## src/rtl/hazard_ctrl_pkg.sv

```systemverilog
// Shared definitions for the pipeline hazard controller: stage indices,
// register index type, controller states and stage-mask helpers.
package hazard_ctrl_pkg;

   localparam int NSTAGES = 5;

   typedef enum logic [2:0] {
      STG_F = 3'd0,
      STG_D = 3'd1,
      STG_E = 3'd2,
      STG_M = 3'd3,
      STG_W = 3'd4
   } stage_e;

   typedef logic [4:0] reg_ind_t;

   typedef enum logic [1:0] {
      HC_RUN      = 2'd0,
      HC_MEM_WAIT = 2'd1,
      HC_DRAIN    = 2'd2
   } hctrl_state_e;

   // Bits F..s set: the stages held when s is the deepest stalled stage.
   function automatic logic [NSTAGES-1:0] upto_mask(input stage_e s);
      logic [NSTAGES-1:0] m;
      m = '0;
      for (int i = 0; i < NSTAGES; i++) begin
         m[i] = (i <= int'(s));
      end
      return m;
   endfunction

   function automatic logic [NSTAGES-1:0] stage_bit(input stage_e s);
      return NSTAGES'(1) << s;
   endfunction

endpackage

```

## src/rtl/hazard_detect.sv

```systemverilog
// Load-use comparator: the D instruction reads a register that the load
// currently in E has not yet produced.
module hazard_detect
   import hazard_ctrl_pkg::*;
(
   input  reg_ind_t i_id_rs1,
   input  reg_ind_t i_id_rs2,
   input  logic     i_id_use_rs1,
   input  logic     i_id_use_rs2,
   input  reg_ind_t i_ex_rd,
   input  logic     i_ex_is_load,
   output logic     o_load_use
);

   logic w_hit_rs1;
   logic w_hit_rs2;

   assign w_hit_rs1  = i_id_use_rs1 & (i_id_rs1 == i_ex_rd);
   assign w_hit_rs2  = i_id_use_rs2 & (i_id_rs2 == i_ex_rd);
   // x0 is hardwired zero, so a load targeting it never creates a hazard.
   assign o_load_use = i_ex_is_load & (i_ex_rd != 5'd0) & (w_hit_rs1 | w_hit_rs2);

endmodule

```

## src/rtl/hazard_ctrl.sv

```systemverilog
// Central stall/flush controller for the F/D/E/M/W pipeline: load-use,
// redirects, data-memory waits with watchdog, multi-cycle EX and fences.
module hazard_ctrl
   import hazard_ctrl_pkg::*;
#(
   parameter int MEM_TIMEOUT = 64,
   parameter int CNT_W       = 32
)(
   input  logic               i_clk,
   input  logic               i_rst,
   input  reg_ind_t           i_id_rs1,
   input  reg_ind_t           i_id_rs2,
   input  logic               i_id_use_rs1,
   input  logic               i_id_use_rs2,
   input  logic               i_id_fence,
   input  reg_ind_t           i_ex_rd,
   input  logic               i_ex_is_load,
   input  logic               i_ex_busy,
   input  logic               i_ex_redirect,
   input  logic               i_mem_req,
   input  logic               i_mem_ready,
   input  logic [NSTAGES-1:0] i_stage_valid,
   output logic [NSTAGES-1:0] o_stalls,
   output logic [NSTAGES-1:0] o_flushes,
   output logic               o_fence_done,
   output logic               o_mem_abort,
   output logic [CNT_W-1:0]   o_stall_cnt
);

   localparam int WD_W = (MEM_TIMEOUT > 0) ? $clog2(MEM_TIMEOUT + 1) : 1;

   hctrl_state_e       r_state;
   hctrl_state_e       w_state_nxt;
   logic               r_pend_redir;
   logic               w_pend_nxt;
   logic [WD_W-1:0]    r_wd_cnt;
   logic [WD_W-1:0]    w_wd_nxt;
   logic [CNT_W-1:0]   r_stall_cnt;
   logic [NSTAGES-1:0] w_stalls;
   logic [NSTAGES-1:0] w_flushes;
   logic               w_fence_done;
   logic               w_mem_abort;
   logic               w_load_use;
   logic               w_drained;
   logic               w_wd_expired;

   hazard_detect u_detect (
      .i_id_rs1     (i_id_rs1),
      .i_id_rs2     (i_id_rs2),
      .i_id_use_rs1 (i_id_use_rs1),
      .i_id_use_rs2 (i_id_use_rs2),
      .i_ex_rd      (i_ex_rd),
      .i_ex_is_load (i_ex_is_load),
      .o_load_use   (w_load_use)
   );

   assign w_drained    = ~|(i_stage_valid & ~upto_mask(STG_D));
   assign w_wd_expired = (MEM_TIMEOUT != 0) && (r_wd_cnt == MEM_TIMEOUT[WD_W-1:0]);

   // Next-state and stall/flush encoding for the current cycle.
   always_comb begin
      w_stalls     = '0;
      w_flushes    = '0;
      w_fence_done = 1'b0;
      w_mem_abort  = 1'b0;
      w_state_nxt  = r_state;
      w_pend_nxt   = r_pend_redir;
      w_wd_nxt     = r_wd_cnt;
      case (r_state)
         HC_RUN: begin
            w_wd_nxt   = '0;
            w_pend_nxt = 1'b0;
            if (i_ex_redirect | r_pend_redir) begin
               w_flushes = upto_mask(STG_D);
            end else if (i_mem_req & ~i_mem_ready) begin
               w_stalls    = upto_mask(STG_M);
               w_flushes   = stage_bit(STG_W);
               w_state_nxt = HC_MEM_WAIT;
               w_wd_nxt    = WD_W'(1);
            end else if (i_ex_busy) begin
               w_stalls  = upto_mask(STG_E);
               w_flushes = stage_bit(STG_M);
            end else if (w_load_use) begin
               w_stalls  = upto_mask(STG_D);
               w_flushes = stage_bit(STG_E);
            end else if (i_id_fence & w_drained) begin
               w_fence_done = 1'b1;
            end else if (i_id_fence) begin
               w_stalls    = upto_mask(STG_D);
               w_flushes   = stage_bit(STG_E);
               w_state_nxt = HC_DRAIN;
            end else begin
               w_state_nxt = HC_RUN;
            end
         end
         HC_MEM_WAIT: begin
            // A redirect resolved while frozen is replayed on the first RUN cycle.
            if (i_mem_ready) begin
               w_state_nxt = HC_RUN;
               w_wd_nxt    = '0;
               w_pend_nxt  = r_pend_redir | i_ex_redirect;
            end else if (w_wd_expired) begin
               w_mem_abort = 1'b1;
               w_flushes   = upto_mask(STG_M);
               w_state_nxt = HC_RUN;
               w_wd_nxt    = '0;
               w_pend_nxt  = 1'b0;
            end else begin
               w_stalls   = upto_mask(STG_M);
               w_flushes  = stage_bit(STG_W);
               w_pend_nxt = r_pend_redir | i_ex_redirect;
               w_wd_nxt   = (r_wd_cnt == {WD_W{1'b1}}) ? r_wd_cnt : r_wd_cnt + WD_W'(1);
            end
         end
         HC_DRAIN: begin
            if (i_ex_redirect) begin
               w_flushes   = upto_mask(STG_D);
               w_state_nxt = HC_RUN;
            end else if (w_drained) begin
               w_fence_done = 1'b1;
               w_state_nxt  = HC_RUN;
            end else begin
               w_stalls  = upto_mask(STG_D);
               w_flushes = stage_bit(STG_E);
            end
         end
         default: begin
            w_flushes   = '1;
            w_state_nxt = HC_RUN;
            w_pend_nxt  = 1'b0;
            w_wd_nxt    = '0;
         end
      endcase
   end

   assign o_stalls     = i_rst ? '0   : w_stalls;
   assign o_flushes    = i_rst ? '1   : w_flushes;
   assign o_fence_done = i_rst ? 1'b0 : w_fence_done;
   assign o_mem_abort  = i_rst ? 1'b0 : w_mem_abort;
   assign o_stall_cnt  = r_stall_cnt;

   // Controller state, watchdog, pending redirect and saturating stall counter.
   always_ff @(posedge i_clk) begin
      if (i_rst) begin
         r_state      <= HC_RUN;
         r_pend_redir <= 1'b0;
         r_wd_cnt     <= '0;
         r_stall_cnt  <= '0;
      end else begin
         r_state      <= w_state_nxt;
         r_pend_redir <= w_pend_nxt;
         r_wd_cnt     <= w_wd_nxt;
         if (w_stalls[STG_F] && (r_stall_cnt != {CNT_W{1'b1}})) begin
            r_stall_cnt <= r_stall_cnt + CNT_W'(1);
         end else begin
            r_stall_cnt <= r_stall_cnt;
         end
      end
   end

endmodule

```

## config.mk

```make
export PLATFORM = sky130hd
export DESIGN_NAME = hazard_ctrl
export DESIGN_NICKNAME = d
export VERILOG_FILES = /design/src/rtl/hazard_ctrl_pkg.sv /design/src/rtl/hazard_detect.sv /design/src/rtl/hazard_ctrl.sv
export SDC_FILE = /design/constraint.sdc
export NUM_CORES = 1
export LEC_CHECK = 0
export CORE_ASPECT_RATIO = 0.9
export CORE_UTILIZATION = 50
export DETAILED_ROUTE_END_ITERATION = 12
export GPL_TIMING_DRIVEN = 0
export PLACE_DENSITY = 0.94
export SYNTH_ARGS = -nofsm -noshare
export SYNTH_HDL_FRONTEND = slang
export SYNTH_SLANG_ARGS = --single-unit
```

## constraint.sdc

```tcl
create_clock -name i_clk -period 5.22 [get_ports i_clk]
set_input_delay 1.044 -clock i_clk [delete_from_list [all_inputs] [get_ports i_clk]]
set_output_delay 1.044 -clock i_clk [all_outputs]
set_load 0.05 [all_outputs]
```

==> results_tabular.tex, run 1 <==
\begin{tabular}{lr}
\hline
Metric & Value \\
\hline
\multicolumn{2}{l}{\textbf{Outcome}} \\
\quad Outcome & finished, final reports clean \\
\multicolumn{2}{l}{\textbf{Setup path}} \\
\quad CP Capture Type & output port \\
\quad Cell occurring most often along the worst timing path & sky130\_fd\_sc\_hd\_\_clkdlybuf4s50\_1 \\
\quad Worst setup path class & in -> out \\
\quad Worst reg2reg path endpoint & o\_stall\_cnt[0] \\
\quad Timing endpoint of the critical path & o\_stalls[1] \\
\quad Critical-path cell list & clkdlybuf4s50\_1, or4\_1, o21a\_1, a31oi\_2, buf\_6, nor2\_1, buf\_4, clkdlybuf4s50\_1 \\
\quad Kind of cell with the highest combined delay on the critical path & buffers and inverters \\
\quad Highest fanout seen on the critical path & 19 \\
\quad Critical Path Start & i\_ex\_rd[1] \\
\quad Critical path startpoint category & input pin \\
\quad Number of cells on the critical path & 8 \\
\quad Slowest Stage Delay on Critical Path & roughly 0.7 ns \\
\quad Critical R2R Launch & o\_stall\_cnt[5] \\
\quad Highest-delay cell along the critical path & sky130\_fd\_sc\_hd\_\_clkdlybuf4s50\_1 \\
\quad Endpoint required time on the critical path & around 4.2 ns \\
\quad Worst path buffer plus inverter count & 4 \\
\quad Setup slack of the worst register-to-register path & 2.61 ns \\
\quad Arr. time, crit path & between 3 and 4 ns \\
\quad Reg2Reg Depth & 6 \\
\multicolumn{2}{l}{\textbf{Finish}} \\
\quad Net count, final & 416 \\
\quad Area growth, synth to finish & 34.8\% \\
\quad Final std cells w/o fill & around 450 \\
\quad Antenna diodes & 0 \\
\quad Share of final-layout standard cells stronger than drive strength 1 & under 10\% \\
\multicolumn{2}{l}{\textbf{Drt}} \\
\quad Remaining antenna violation count & 0 \\
\quad Drt via density & $\sim$5.9 \\
\quad DRT iter0 DRCs & 217 \\
\quad Total vias in the final route & about 2700 \\
\quad DRC errors left & 0 \\
\quad Aggregate routed wire length & around 6400 um \\
\quad Routed wire length per instance & between 10 and 15 um \\
\quad First-pass iteration count of the detailed router & 5 \\
\multicolumn{2}{l}{\textbf{Synthesis}} \\
\quad Number of flops mapped to enable cells by yosys & 0 \\
\quad Async SR Flop Fraction & 0\% \\
\quad Net count after synthesis & 341 \\
\quad Count of different cell masters after synthesis & 49 \\
\quad Total number of yosys warnings & 0 \\
\quad Most frequently used flop master after synthesis & sky130\_fd\_sc\_hd\_\_dfxtp\_1 \\
\quad Leading cell type by number of instances after synthesis & sky130\_fd\_sc\_hd\_\_dfxtp\_1 \\
\quad Library cell with the largest summed area after synthesis & sky130\_fd\_sc\_hd\_\_dfxtp\_1 \\
\quad Count of state elements after synthesis & 42 \\
\quad Cells taking the most area after synthesis & sky130\_fd\_sc\_hd\_\_dfxtp\_1 (34\%), sky130\_fd\_sc\_hd\_\_a21oi\_1 (7.3\%), sky130\_fd\_sc\_hd\_\_or3\_1 (5.3\%) \\
\quad Sequential fraction of the synthesis area & 34.0\% \\
\quad Average cell area after synthesis & $\sim$8.0 sq um \\
\quad Top cell types by occurrence after synthesis & sky130\_fd\_sc\_hd\_\_dfxtp\_1 (42), sky130\_fd\_sc\_hd\_\_a21oi\_1 (36), sky130\_fd\_sc\_hd\_\_o21ai\_0 (25), sky130\_fd\_sc\_hd\_\_or3\_1 (21), sky130\_fd\_sc\_hd\_\_nand2\_1 (20) \\
\quad Share of Yosys cell area claimed by the top area cell type & 34.0\% \\
\quad Post-synthesis instance total & $\sim$310 \\
\quad Mapped cell area & 2470 sq um \\
\multicolumn{2}{l}{\textbf{Timing}} \\
\quad Setup total negative slack & 0 ns \\
\quad Final Cycle Share & roughly 91\% \\
\quad Final Hold Slack & 0.490 ns \\
\quad Actual transition at the worst max-transition pin & approximately 0.67 ns \\
\quad Count of final max-slew check failures & 0 \\
\quad Max-slew headroom at the worst pin & a little under three fifths \\
\quad Number of failing hold endpoints at the final stage & 0 \\
\quad Number of failing setup endpoints in the final timing report & 0 \\
\quad Post-route clock skew & between 0.005 and 0.006 ns \\
\quad Highest achievable clock rate & roughly 210 MHz \\
\quad Shortest clock period the worst path allows after layout & between 4 and 5 ns \\
\quad RSZ-0062 raised after global routing & no \\
\quad Post-route worst setup slack & about 0.5 ns \\
\multicolumn{2}{l}{\textbf{CTS}} \\
\quad Maximum buffer depth of the clock tree & 2 \\
\quad Num Clock Sinks & between 40 and 50 \\
\quad Number of post-CTS setup repair buffers & 0 \\
\quad Clock Tree Root & sky130\_fd\_sc\_hd\_\_clkbuf\_8 \\
\quad H-tree lvl count & 2 \\
\quad Clock Latency Late Sink & 0.30 ns \\
\quad Clk slew on worst S/H paths & 0.08 ns \\
\quad Number of buffers inserted during clock tree synthesis & 5 \\
\quad Clock tree from TritonCTS & yes \\
\multicolumn{2}{l}{\textbf{Global routing}} \\
\quad Global-route wire length before repair & 10600 um \\
\quad Largest net degree at the start of global routing & 14 \\
\quad Routing usage on met2 & between 40\% and 50\% \\
\quad GR Overflow Total & 0 \\
\quad Met1 Track Usage GR & between 30\% and 40\% \\
\quad Global-route layer with the greatest usage & met2 \\
\quad Number of global-route vias before repair & about 2300 \\
\quad Initial antenna violation count & 0 \\
\quad Met3 Use GR & 5.79\% \\
\quad Global-route usage over all layers & between 20\% and 30\% \\
\multicolumn{2}{l}{\textbf{Floorplan}} \\
\quad Effective utilization at floorplan & 53.7\% \\
\quad Die Ht & 68.7 um \\
\quad Row count & 23 \\
\quad Die width & roughly 76 um \\
\quad Die area & 5230 sq um \\
\quad Number of top-level design ports & 74 \\
\quad Floorplan Core Area & about 4600 sq um \\
\multicolumn{2}{l}{\textbf{Placement}} \\
\quad Placed cells & 439 \\
\quad \# port buffers & just under 70 \\
\quad Weighted congestion reported at the end of routability-driven placement & around 0.84 \\
\quad Pre-CTS worst setup slack & roughly 0.11 ns \\
\quad HPWL after DPL & 4700 um \\
\multicolumn{2}{l}{\textbf{Power and ir drop}} \\
\quad VDD IR max & between 0.00015 and 0.0002 V \\
\quad PwrDens & approximately 210 nW/um\^{}2 \\
\quad LEAKAGE & about 1.0 nW \\
\multicolumn{2}{l}{\textbf{Worst hold path}} \\
\quad Worst Hold Class & reg -> reg \\
\multicolumn{2}{l}{\textbf{Flow run}} \\
\quad Max-cap viol count & 0 \\
\hline
\end{tabular}
-- metal layers --
layer | wire, um | up-vias
met5 | 0 | -
met4 | 91 | 0
met3 | 394 | 10
li1 | - | 1284
met1 | 2880 | 1249
met2 | 3030 | 107
-- registers in the layout (all words and copies together) (netlist names) --
register and flops:
o_stall_cnt 32, r_wd_cnt 7, r_state 2, r_pend_redir 1
-- repair_timing --
action,in CTS,in global routing
setup endpoints to repair,0,1
gates resized for setup,0,0
hold buffers,0,0
-- area by class of cell --
class	instances	area [sq um]
Clock inverter	2	12.5
Sequential cell	42	841
Multi-Input combinational cell	243	1520
Timing Repair Buffer	69	691
Tap cell	62	77.6
Inverter	5	18.8
Clock buffer	6	82.6
Fill cell	366	1270
Buffer	17	90.1
-- logic make-up after synthesis --
group | synth area share [%]
AOI/OAI and AO/OA | 20.5
xor gates and xnor gates | 4.61
adders and majority gates | 1.52
buffers and inverters | 4.56
DFF | 34.0
muxes | 2.23
other | 0.152
and+or+nand+nor | 32.5
-- through the flow --
step,cell area (sq um),power (mW),utilization (%)
detailed placement,3240,0.469,70.4
floorplan,2470,0.416,-
global placement,3240,0.466,70.4
CTS,3330,0.687,72.4
global route,3330,0.711,72.3
finish,3330,0.683,72.3
-- layout by cell type, fill, tap and decap left out, types with 3 or more instances in the layout --
master                            instances
sky130_fd_sc_hd__nand2_1                 20
sky130_fd_sc_hd__nor2_1                  17
sky130_fd_sc_hd__clkbuf_8                 6
sky130_fd_sc_hd__nor3b_1                  5
sky130_fd_sc_hd__xnor2_1                 12
sky130_fd_sc_hd__mux2_2                   4
sky130_fd_sc_hd__nand3_1                 16
sky130_fd_sc_hd__o31ai_1                  7
sky130_fd_sc_hd__clkbuf_1                12
sky130_fd_sc_hd__o21ai_0                 25
sky130_fd_sc_hd__nor2b_1                  8
sky130_fd_sc_hd__nor3_1                   3
sky130_fd_sc_hd__nand4_1                 15
sky130_fd_sc_hd__and2_1                   4
sky130_fd_sc_hd__inv_1                    5
sky130_fd_sc_hd__or3_1                   21
sky130_fd_sc_hd__ha_1                     3
sky130_fd_sc_hd__clkdlybuf4s50_1         69
sky130_fd_sc_hd__nand2b_1                 3
sky130_fd_sc_hd__dfxtp_1                 42
sky130_fd_sc_hd__and3_1                   3
sky130_fd_sc_hd__buf_4                    3
sky130_fd_sc_hd__a21oi_1                 36
sky130_fd_sc_hd__or4_1                    8
-- where the power goes --
part	total, mW	internal (mW)	switching [mW]
sequential	0.328	0.323	0.00432
combinational	0.133	0.0546	0.0788
clock	0.222	0.106	0.116
-- worst reg2reg max path, stage by stage (launching register included) --
cell	delay, ns
sky130_fd_sc_hd__dfxtp_1	0.42
sky130_fd_sc_hd__nand4_1	0.29
sky130_fd_sc_hd__nor4_2	0.68
sky130_fd_sc_hd__nand4bb_1	0.28
sky130_fd_sc_hd__clkbuf_1	0.32
sky130_fd_sc_hd__nor2b_1	0.25
sky130_fd_sc_hd__mux2_2	0.27
-- worst min path at each step --
stage                           start  cells after the start          end  slack, ns
after floorplan           r_wd_cnt[1]                      2  r_wd_cnt[1]       0.46
after global placement    r_wd_cnt[1]                      2  r_wd_cnt[1]       0.47
after detailed placement  r_wd_cnt[1]                      2  r_wd_cnt[1]       0.48
after CTS                 r_wd_cnt[1]                      2  r_wd_cnt[1]       0.49
after global routing      r_wd_cnt[1]                      2  r_wd_cnt[1]       0.53
final                     r_wd_cnt[1]                      2  r_wd_cnt[1]       0.49
No activity file was read; power rests on OpenSTA's default activity.
==> inputs of run 2 (changes only) <==
--- a/config.mk
+++ b/config.mk
@@ -10,6 +10,7 @@
 export DETAILED_ROUTE_END_ITERATION = 12
 export GPL_TIMING_DRIVEN = 0
 export PLACE_DENSITY = 0.94
+export SLEW_MARGIN = 20
 export SYNTH_ARGS = -nofsm -noshare
 export SYNTH_HDL_FRONTEND = slang
 export SYNTH_SLANG_ARGS = --single-unit
==> results of run 2 <==
Same layout as run 1: the final DEF is identical, and so are final timing and power.
==> inputs of run 3 (changes only) <==
--- a/config.mk
+++ b/config.mk
@@ -7,8 +7,10 @@
 export LEC_CHECK = 0
 export CORE_ASPECT_RATIO = 0.9
 export CORE_UTILIZATION = 50
+export CTS_CLUSTER_SIZE = 30
 export DETAILED_ROUTE_END_ITERATION = 12
 export GPL_TIMING_DRIVEN = 0
+export MAX_ROUTING_LAYER = met4
 export PLACE_DENSITY = 0.94
 export SLEW_MARGIN = 20
 export SYNTH_ARGS = -nofsm -noshare
==> results_tabular.tex, run 3 (synthesis gave the netlist of run 1 again) <==
\begin{tabular}{lr}
\hline
Metric & Value \\
\hline
\multicolumn{2}{l}{\textbf{Floorplan}} \\
\quad Die width & 76.1 um (unchanged) \\
\quad Effective utilization at floorplan & 53.7\% (unchanged) \\
\quad Floorplan Core Area & 4600 sq um (unchanged) \\
\quad Number of top-level design ports & 74 (unchanged) \\
\quad Row count & 23 (unchanged) \\
\quad Die area & 5230 sq um (unchanged) \\
\quad Die Ht & 68.7 um (unchanged) \\
\multicolumn{2}{l}{\textbf{Finish}} \\
\quad Max reg flops & 32 (unchanged) \\
\quad Storage element area & 841 sq um (unchanged) \\
\quad Multi-input logic area & 1520 sq um (unchanged) \\
\quad Antenna diodes & 0 (unchanged) \\
\quad Share of final-layout standard cells stronger than drive strength 1 & 7.55\% (unchanged) \\
\quad Leading cell type in the layout, fill and taps excluded & sky130\_fd\_sc\_hd\_\_clkdlybuf4s50\_1 \\
\quad Net count, final & 416 (unchanged) \\
\quad Final std cells w/o fill & 446 (unchanged) \\
\quad Number of fill cells in the layout & 366 (unchanged) \\
\quad Area growth, synth to finish & 34.8\% (unchanged) \\
\quad Commonest non-fill, non-tap cells in the layout & sky130\_fd\_sc\_hd\_\_clkdlybuf4s50\_1 (69), sky130\_fd\_sc\_hd\_\_dfxtp\_1 (42), sky130\_fd\_sc\_hd\_\_a21oi\_1 (36) \\
\multicolumn{2}{l}{\textbf{CTS}} \\
\quad Clk slew on worst S/H paths & 0.08 ns (about the same) \\
\quad H-tree lvl count & 2 (unchanged) \\
\quad Number of post-CTS setup repair buffers & 0 (unchanged) \\
\quad Post-CTS sizing & 0 (unchanged) \\
\quad Number of buffers inserted during clock tree synthesis & 5 (unchanged) \\
\quad Count of hold-fix buffers inserted at cts & 0 (unchanged) \\
\quad Clock tree from TritonCTS & yes \\
\quad Num Clock Sinks & 42 (unchanged) \\
\quad Maximum buffer depth of the clock tree & 2 (unchanged) \\
\quad Clock Latency Late Sink & 0.30 ns (about the same) \\
\quad Clock Tree Root & sky130\_fd\_sc\_hd\_\_clkbuf\_8 \\
\multicolumn{2}{l}{\textbf{Drt}} \\
\quad Routed wire length per instance & 14.3 um (-0.27\%) \\
\quad Remaining antenna violation count & 0 (unchanged) \\
\quad Detailed-routed wire length on met3 & 383 um (-2.8\%) \\
\quad Highest signal layer in the routed design & met4 \\
\quad Wire length on met1 & 2890 um (+0.17\%) \\
\quad Aggregate routed wire length & 6380 um (-0.27\%) \\
\quad DRT iter0 DRCs & 193 (-11\%) \\
\quad First-pass iteration count of the detailed router & 5 (unchanged) \\
\quad Total vias in the final route & 2639 (-0.42\%) \\
\quad Drt via density & 5.92 (-0.42\%) \\
\quad Routed length on met2 & 3000 um (-0.79\%) \\
\quad DRC errors left & 0 (unchanged) \\
\multicolumn{2}{l}{\textbf{Power and ir drop}} \\
\quad PwrDens & 205 nW/um\^{}2 (about the same) \\
\quad Total power of the final layout & 0.683 mW (about the same) \\
\quad LEAKAGE & 1.04 nW (unchanged) \\
\quad VDD IR max & 0.000154 V (-0.35\%) \\
\multicolumn{2}{l}{\textbf{Placement}} \\
\quad Weighted congestion reported at the end of routability-driven placement & 0.858 (+1.6\%) \\
\quad Placed cells & 439 (unchanged) \\
\quad \# port buffers & 69 (unchanged) \\
\quad HPWL after DPL & 4700 um (unchanged) \\
\multicolumn{2}{l}{\textbf{Flow run}} \\
\quad Max-cap viol count & 0 (unchanged) \\
\multicolumn{2}{l}{\textbf{Worst hold path}} \\
\quad Hold Crit Start & r\_wd\_cnt[1] \\
\quad Worst Hold Class & reg -> reg \\
\quad Worst Hold Path Cells & 2 (unchanged) \\
\quad Worst-case hold path end point & r\_wd\_cnt[1] \\
\multicolumn{2}{l}{\textbf{Timing}} \\
\quad Final Cycle Share & 90.7\% (about the same) \\
\quad RSZ-0062 raised after global routing & no \\
\quad Setup total negative slack & 0 ns (unchanged) \\
\quad Post-route clock skew & 0.00599 ns (+0.0000635 ns) \\
\quad Number of failing setup endpoints in the final timing report & 0 (unchanged) \\
\quad Max-slew headroom at the worst pin & 53.9\% (-1.3 points) \\
\quad Number of failing hold endpoints at the final stage & 0 (unchanged) \\
\quad Count of final max-slew check failures & 0 (unchanged) \\
\quad Shortest clock period the worst path allows after layout & 4.74 ns (+0.00164 ns) \\
\quad Actual transition at the worst max-transition pin & 0.686 ns (+0.0192 ns) \\
\quad Highest achievable clock rate & 211 MHz (about the same) \\
\multicolumn{2}{l}{\textbf{Global routing}} \\
\quad GR Overflow Total & 0 (unchanged) \\
\quad Largest net degree at the start of global routing & 14 (unchanged) \\
\quad Global-route usage over all layers & 26.3\% (+0.74 points) \\
\quad Number of global-route vias before repair & 2340 (+0.086\%) \\
\quad Global-route wire length before repair & 10600 um (about the same) \\
\quad Initial antenna violation count & 0 (unchanged) \\
\multicolumn{2}{l}{\textbf{Setup path}} \\
\quad Arr. time, crit path & 3.69 ns (about the same) \\
\quad CP Capture Type & output port \\
\quad Critical R2R Launch & o\_stall\_cnt[5] \\
\quad Reg2Reg Depth & 6 (unchanged) \\
\quad Highest fanout seen on the critical path & 19 (unchanged) \\
\quad Critical Path Start & i\_ex\_rd[1] \\
\quad Worst reg2reg path endpoint & o\_stall\_cnt[0] \\
\quad Slowest Stage Delay on Critical Path & 0.69 ns (about the same) \\
\quad Critical path startpoint category & input pin \\
\quad Critical-path cell list & clkdlybuf4s50\_1, or4\_1, o21a\_1, a31oi\_2, buf\_6, nor2\_1, buf\_4, clkdlybuf4s50\_1 \\
\quad Setup slack of the worst register-to-register path & 2.62 ns (about the same) \\
\quad Highest-delay cell along the critical path & sky130\_fd\_sc\_hd\_\_clkdlybuf4s50\_1 \\
\quad Endpoint required time on the critical path & 4.18 ns (about the same) \\
\quad Worst setup path class & in -> out \\
\quad Cell occurring most often along the worst timing path & sky130\_fd\_sc\_hd\_\_clkdlybuf4s50\_1 \\
\multicolumn{2}{l}{\textbf{Outcome}} \\
\quad Outcome & finished, final reports clean \\
\hline
\end{tabular}
run 3: worst max path at each step:
stage,end,slack [ns],cells past startpoint
global placement,o_stalls[1],0.12,9
floorplan,o_stalls[1],1.02,8
detailed placement,o_stalls[1],0.11,9
global route,o_fence_done,0.33,8
finish,o_stalls[1],0.48,8
CTS,o_stalls[1],0.10,9
run 3: final cells by class:
class	count	area share, %
multi-input cells	243	45.6
well taps	62	2.33
repair buffers	69	20.7
clock inverters	2	0.376
clock buffers	6	2.48
plain buffers	17	2.70
inverters	5	0.563
flip-flops and latches	42	25.2
run 3: report_power, final:
group	switching, mW	internal [mW]	leakage (nW)
clock network	0.115	0.106	0.0472
logic	0.0788	0.0546	0.650
registers	0.00437	0.323	0.339
run 3: routing by layer:
metal | vias to the layer above | global-route usage, %
li1 | 1285 | -
met1 | 1234 | 32.2
met2 | 105 | 43.0
met3 | 15 | 5.53
met4 | 0 | 11.1
met5 | - | -
run 3: worst max-delay path, delay by kind of cell:
family / cells / cell delay [ns]
AND/OR/NAND/NOR: 2 / 0.62
AO/OA/AOI/OAI: 2 / 0.53
buffers and inverters: 4 / 1.50
run 3: metrics by stage:
| stage | setup WS [ns] | utilization (%) | instance area (sq um) | hold WS (ns) |
|---|---|---|---|---|
| 3_5_place_dp | 0.107 | 70.4 | 3240 | 0.478 |
| 6_report | 0.485 | 72.3 | 3330 | 0.493 |
| 2_1_floorplan | 1.02 | - | 2470 | 0.462 |
| 4_1_cts | 0.105 | 72.4 | 3330 | 0.490 |
| 5_1_grt | 0.335 | 72.3 | 3330 | 0.526 |
| 3_3_place_gp | 0.121 | 70.4 | 3240 | 0.474 |
==> edit 1, RTL diff (flow settings as in run 3) <==
Set the package constant `NSTAGES` to 10 (it was 5).
--- a/src/rtl/hazard_ctrl_pkg.sv
+++ b/src/rtl/hazard_ctrl_pkg.sv
@@ -2,7 +2,7 @@
 // register index type, controller states and stage-mask helpers.
 package hazard_ctrl_pkg;
 
-   localparam int NSTAGES = 5;
+   localparam int NSTAGES = 10;
 
    typedef enum logic [2:0] {
       STG_F = 3'd0,
Ports: changed (resized i_stage_valid, o_flushes and o_stalls); port bits go from 74 to 89. The function was not compared with the original's and may differ.
==> edit 1 against run 3 <==
- wire length rose by 23%
- area after synthesis rose by 5.8%
- power rose by 8.5%
- sequential cell count did not move
- clock power rose by 14%
- design area rose by 9.1%
- setup slack got worse by 0.26 ns
- cell count rose by 11%
- non-clock buffer count rose by 23
- highest routed layer unchanged
==> edit 1: results (changes against run 3) <==
DRT iter0 DRCs = 377 (was 193)
Slowest-stage cell, CP = or4_1 (was clkdlybuf4s50_1)
worst IR drop on VDD = 0.175 mV (was 0.154 mV)
worst hold path depth = 2 (unchanged)
via/cell ratio = 6.20 (was 5.92)
initial antenna violation count = 0 (unchanged)
Port Buffers = 80 (was 69)
Clock Tree Buf Depth = 2 (unchanged)
count of cell types in the netlist = 48 (was 49)
top post-synthesis cells by area = dfxtp_1 32%, or4_1 8.0%, a21oi_1 7.1%, o31ai_1 6.0%, nand3_1 4.8% (was dfxtp_1 34%, a21oi_1 7.3%, or3_1 5.3%, o21ai_0 5.1%, xnor2_1 4.3%)
Slew @ Worst Pin = 0.943 ns (was 0.686 ns)
gr usage total = 30.0% (was 26.3%)
asr flop ratio synth = 0% (unchanged)
Post-Syn Area per Cell = 7.74 um^2 (was 8.02 um^2)
CP arrival = 3.95 ns (was 3.69 ns)
register area share after synthesis = 32.2% (was 34.0%)
pin count of the biggest net entering global routing = 13 (was 14)
share of cells above drive strength 1 = 9.28% (was 7.55%)
crit-path max FO = 10 (was 19)
Detailed Place HPWL = 5880 um (was 4700 um)
Routed WL = 7870 um (was 6380 um)
Placed Cells = 488 (was 439)
first-pass GRT wire length = 12900 um (was 10600 um)
met3 WL = 695 um (was 383 um)
Storage cell area = 841 um^2 (unchanged)
status = finished clean (unchanged)
nets = 468 (was 416)
reg-to-reg startpoint = o_stall_cnt[0]$_SDFFE_PP0P_ (was o_stall_cnt[5]$_SDFFE_PP0P_)
Clock Skew = 0.00502 ns (was 0.00599 ns)
reg2reg path depth = 9 (was 6)
GPL Wtd Cong = 0.924 (was 0.858)
most instantiated cells after synthesis = 42 x dfxtp_1, 37 x a21oi_1, 28 x nor2_1, 28 x or4_1, 25 x nand3_1 (was 42 x dfxtp_1, 36 x a21oi_1, 25 x o21ai_0)
wl on met1 = 3160 um (was 2890 um)
uppermost routed layer = met4 (unchanged)
Area after DPL = 0.00352 mm^2 (was 0.00324 mm^2)
worst reg2reg setup slack = 1.78 ns (was 2.62 ns)
RR Endpoint = o_stall_cnt[13]$_SDFFE_PP0P_ (was o_stall_cnt[0]$_SDFFE_PP0P_)
wire length on met2 = 3900 um (was 3000 um)
vias in the first global route = 2802 (was 2340)
LEAKAGE = 0.00121 uW (was 0.00104 uW)
Critical Path Max Stage Delay = 0.57 ns (was 0.69 ns)
fill cell count = 386 (was 366)
max FFs per register = 32 (unchanged)
final non-filler cell total = 496 (was 446)
-- edit 1: cell count changes after synthesis, sizes merged, moves of 5 or more --
cell,run 3,this run
buf,5,20
o31ai,7,21
nor2,17,28
or3,21,9
o21ai,25,10
nor3b,5,0
nand3,16,25
or4,8,28
-- edit 1: layer usage --
metal,global-route usage (%),up-vias
met5,-,-
met4,9.88,0
met3,4.77,12
met2,49.3,171
met1,37.6,1441
li1,-,1453
-- edit 1: power by group --
part	total (uW)	internal [uW]	switching (uW)
logic	161	62.4	98.6
registers	328	323	4.56
clock network	252	134	118
total	740	519	221
-- edit 1: cells by family after synthesis --
kind of cell / after synthesis / synth area share, %
AO/OA/AOI/OAI: 83 / 19.5
buffers and inverters: 37 / 7.37
AND/OR/NAND/NOR: 157 / 34.3
XOR/XNOR: 14 / 4.69
multiplexers: 1 / 0.431
adder cells (fa/ha/maj): 3 / 1.44
other: 1 / 0.143
flip-flops: 42 / 32.2
-- edit 1: layout make-up --
cell class                 instances  area share, %
multi-input combinational        264           44.2
buffer                            29           4.48
sequential                        42           23.1
inverter                           8          0.826
clock buffer                       8           3.03
tap                               65           2.24
timing repair buffer              80           22.1
-- edit 1: through the flow --
step / power [uW] / hold WS [ns] / setup TNS (ns) / worst slack, ns
6_report: 740 / 0.496 / 0 / 0.224
5_1_grt: 759 / 0.518 / 0 / 0.0623
4_1_cts: 737 / 0.499 / 0 / 0.0938
3_5_place_dp: 494 / 0.487 / -0.435 / -0.277
3_3_place_gp: 491 / 0.482 / -0.410 / -0.261
2_1_floorplan: 432 / 0.462 / 0 / 1.00
-- edit 1: what timing repair did --
| item | in CTS | in global routing |
|---|---|---|
| endpoints found under the setup margin | 2 | 1 |
| buffers inserted | 0 | 0 |
| pin swaps | 0 | 0 |
| gates resized for setup | 2 | 1 |
| hold buffers | 0 | 0 |
==> edit 2, RTL diff (settings of run 3) <==
Without the edit above. The 3 states of `hctrl_state_e` get a one-hot encoding in 3 bits.
--- a/src/rtl/hazard_ctrl_pkg.sv
+++ b/src/rtl/hazard_ctrl_pkg.sv
@@ -14,10 +14,10 @@
 
    typedef logic [4:0] reg_ind_t;
 
-   typedef enum logic [1:0] {
-      HC_RUN      = 2'd0,
-      HC_MEM_WAIT = 2'd1,
-      HC_DRAIN    = 2'd2
+   typedef enum logic [2:0] {
+      HC_RUN      = 3'b001,
+      HC_MEM_WAIT = 3'b010,
+      HC_DRAIN    = 3'b100
    } hctrl_state_e;
 
    // Bits F..s set: the stages held when s is the deepest stalled stage.
Check against the original RTL: no difference found for any inputs over 10 cycles, from zero or initial values and one cycle with i_rst high; not proved beyond that.
==> edit 2 against run 3 <==
- setup slack worse by 0.051 ns
- design area is 5.1% higher
- power is 4.6% higher
- sequential cell count is 1 higher
- area after synthesis is 6.7% higher
- wire length is 14% higher
- critical path type unchanged
- clock skew is 0.0064 ns higher
- clock power is 3% lower
- largest cell class unchanged
==> edit 2: results (changes against run 3) <==
met3 WL = 516 um (was 383 um)
Area after DPL = 0.00342 mm^2 (was 0.00324 mm^2)
xor and xnor area share after synthesis = 4.98% (was 4.61%)
Detailed Place HPWL = 5430 um (was 4700 um)
wl on met1 = 3190 um (was 2890 um)
Post-Syn Area per Cell = 7.94 um^2 (was 8.02 um^2)
Port Buffers = 70 (was 69)
GPL Wtd Cong = 0.881 (was 0.858)
Hold Startpoint = r_wd_cnt[6]$_SDFFE_PP0P_ (was r_wd_cnt[1]$_SDFFE_PP0P_)
gr usage total = 28.1% (was 26.3%)
Placed Cells = 467 (was 439)
M1 GR Usage = 36.4% (was 32.2%)
CP arrival = 3.74 ns (was 3.69 ns)
Worst setup endpoint = o_stalls[1] (unchanged)
share of cells above drive strength 1 = 5.13% (was 7.55%)
setup slack at placement = 0.0429 ns (was 0.107 ns)
worst IR drop on VDD = 0.118 mV (was 0.154 mV)
Fmax = 0.209 GHz (was 0.211 GHz)
vias in the first global route = 2614 (was 2340)
LEAKAGE = 0.00112 uW (was 0.00104 uW)
final non-filler cell total = 474 (was 446)
mux share of post-synthesis cell area = 3.42% (was 2.23%)
most instantiated cells after synthesis = 43 x dfxtp_1, 30 x nor2_1, 29 x a21oi_1 (was 42 x dfxtp_1, 36 x a21oi_1, 25 x o21ai_0)
Synth Area in Compound Gates = 17.6% (was 20.5%)
uppermost routed layer = met4 (unchanged)
grt met3 use = 6.19% (was 5.53%)
Routed WL = 7300 um (was 6380 um)
Clock Skew = 0.0124 ns (was 0.00599 ns)
Synth top area share = 32.6% (was 34.0%)
Hold WS = 0.509 ns (was 0.493 ns)
fill cell count = 434 (was 366)
via/cell ratio = 6.09 (was 5.92)
DRT iter0 DRCs = 290 (was 193)
Slew headroom = 65.1% (was 53.9%)
adder-cell share of the synthesized area = 1.42% (was 1.52%)
status = finished clean (unchanged)
dominant synthesized flop cell = dfxtp_1 (unchanged)
syn_nets = 365 (was 341)
yosys synthesis warning count = 0 (unchanged)
reg-to-reg startpoint = o_stall_cnt[4]$_SDFFE_PP0P_ (was o_stall_cnt[5]$_SDFFE_PP0P_)
nets = 441 (was 416)
first-pass GRT wire length = 12100 um (was 10600 um)
RR Endpoint = o_stall_cnt[26]$_SDFFE_PP0P_ (was o_stall_cnt[0]$_SDFFE_PP0P_)
Worst Hold Path EP = r_wd_cnt[6]$_SDFFE_PP0P_ (was r_wd_cnt[1]$_SDFFE_PP0P_)
GR Util met2 = 43.2% (was 43.0%)
==> edit 2: worst max-delay path, stage by stage <==
cell,delay (ns)
clkdlybuf4s50_1,0.46
or4_1,0.55
o21ai_1,0.17
nor2_1,0.06
a21oi_1,0.31
buf_6,0.24
nor2_1,0.09
buf_4,0.14
clkdlybuf4s50_1,0.68
==> edit 2: cell families (layout without fill, tap and decap cells) <==
kind of cell,count (synthesis),in the layout
simple gates,165,165
compound gates,74,74
xor+xnor,15,15
flops,43,43
fa+ha+maj,3,3
buf+inv,23,100
mux,8,8
other cells,1,1
==> edit 2: cell type report <==
type	instances	share of cell area [%]
Multi-Input combinational cell	266	47.4
Tap cell	65	2.32
Buffer	18	2.79
Clock inverter	2	0.357
Clock buffer	6	2.07
Inverter	4	0.429
Sequential cell	43	24.6
Timing Repair Buffer	70	20.0
==> edit 2: power breakdown <==
group	internal, uW	switching (uW)
combinational	64.2	98.2
sequential	331	5.43
clock	93.7	121
total	489	225
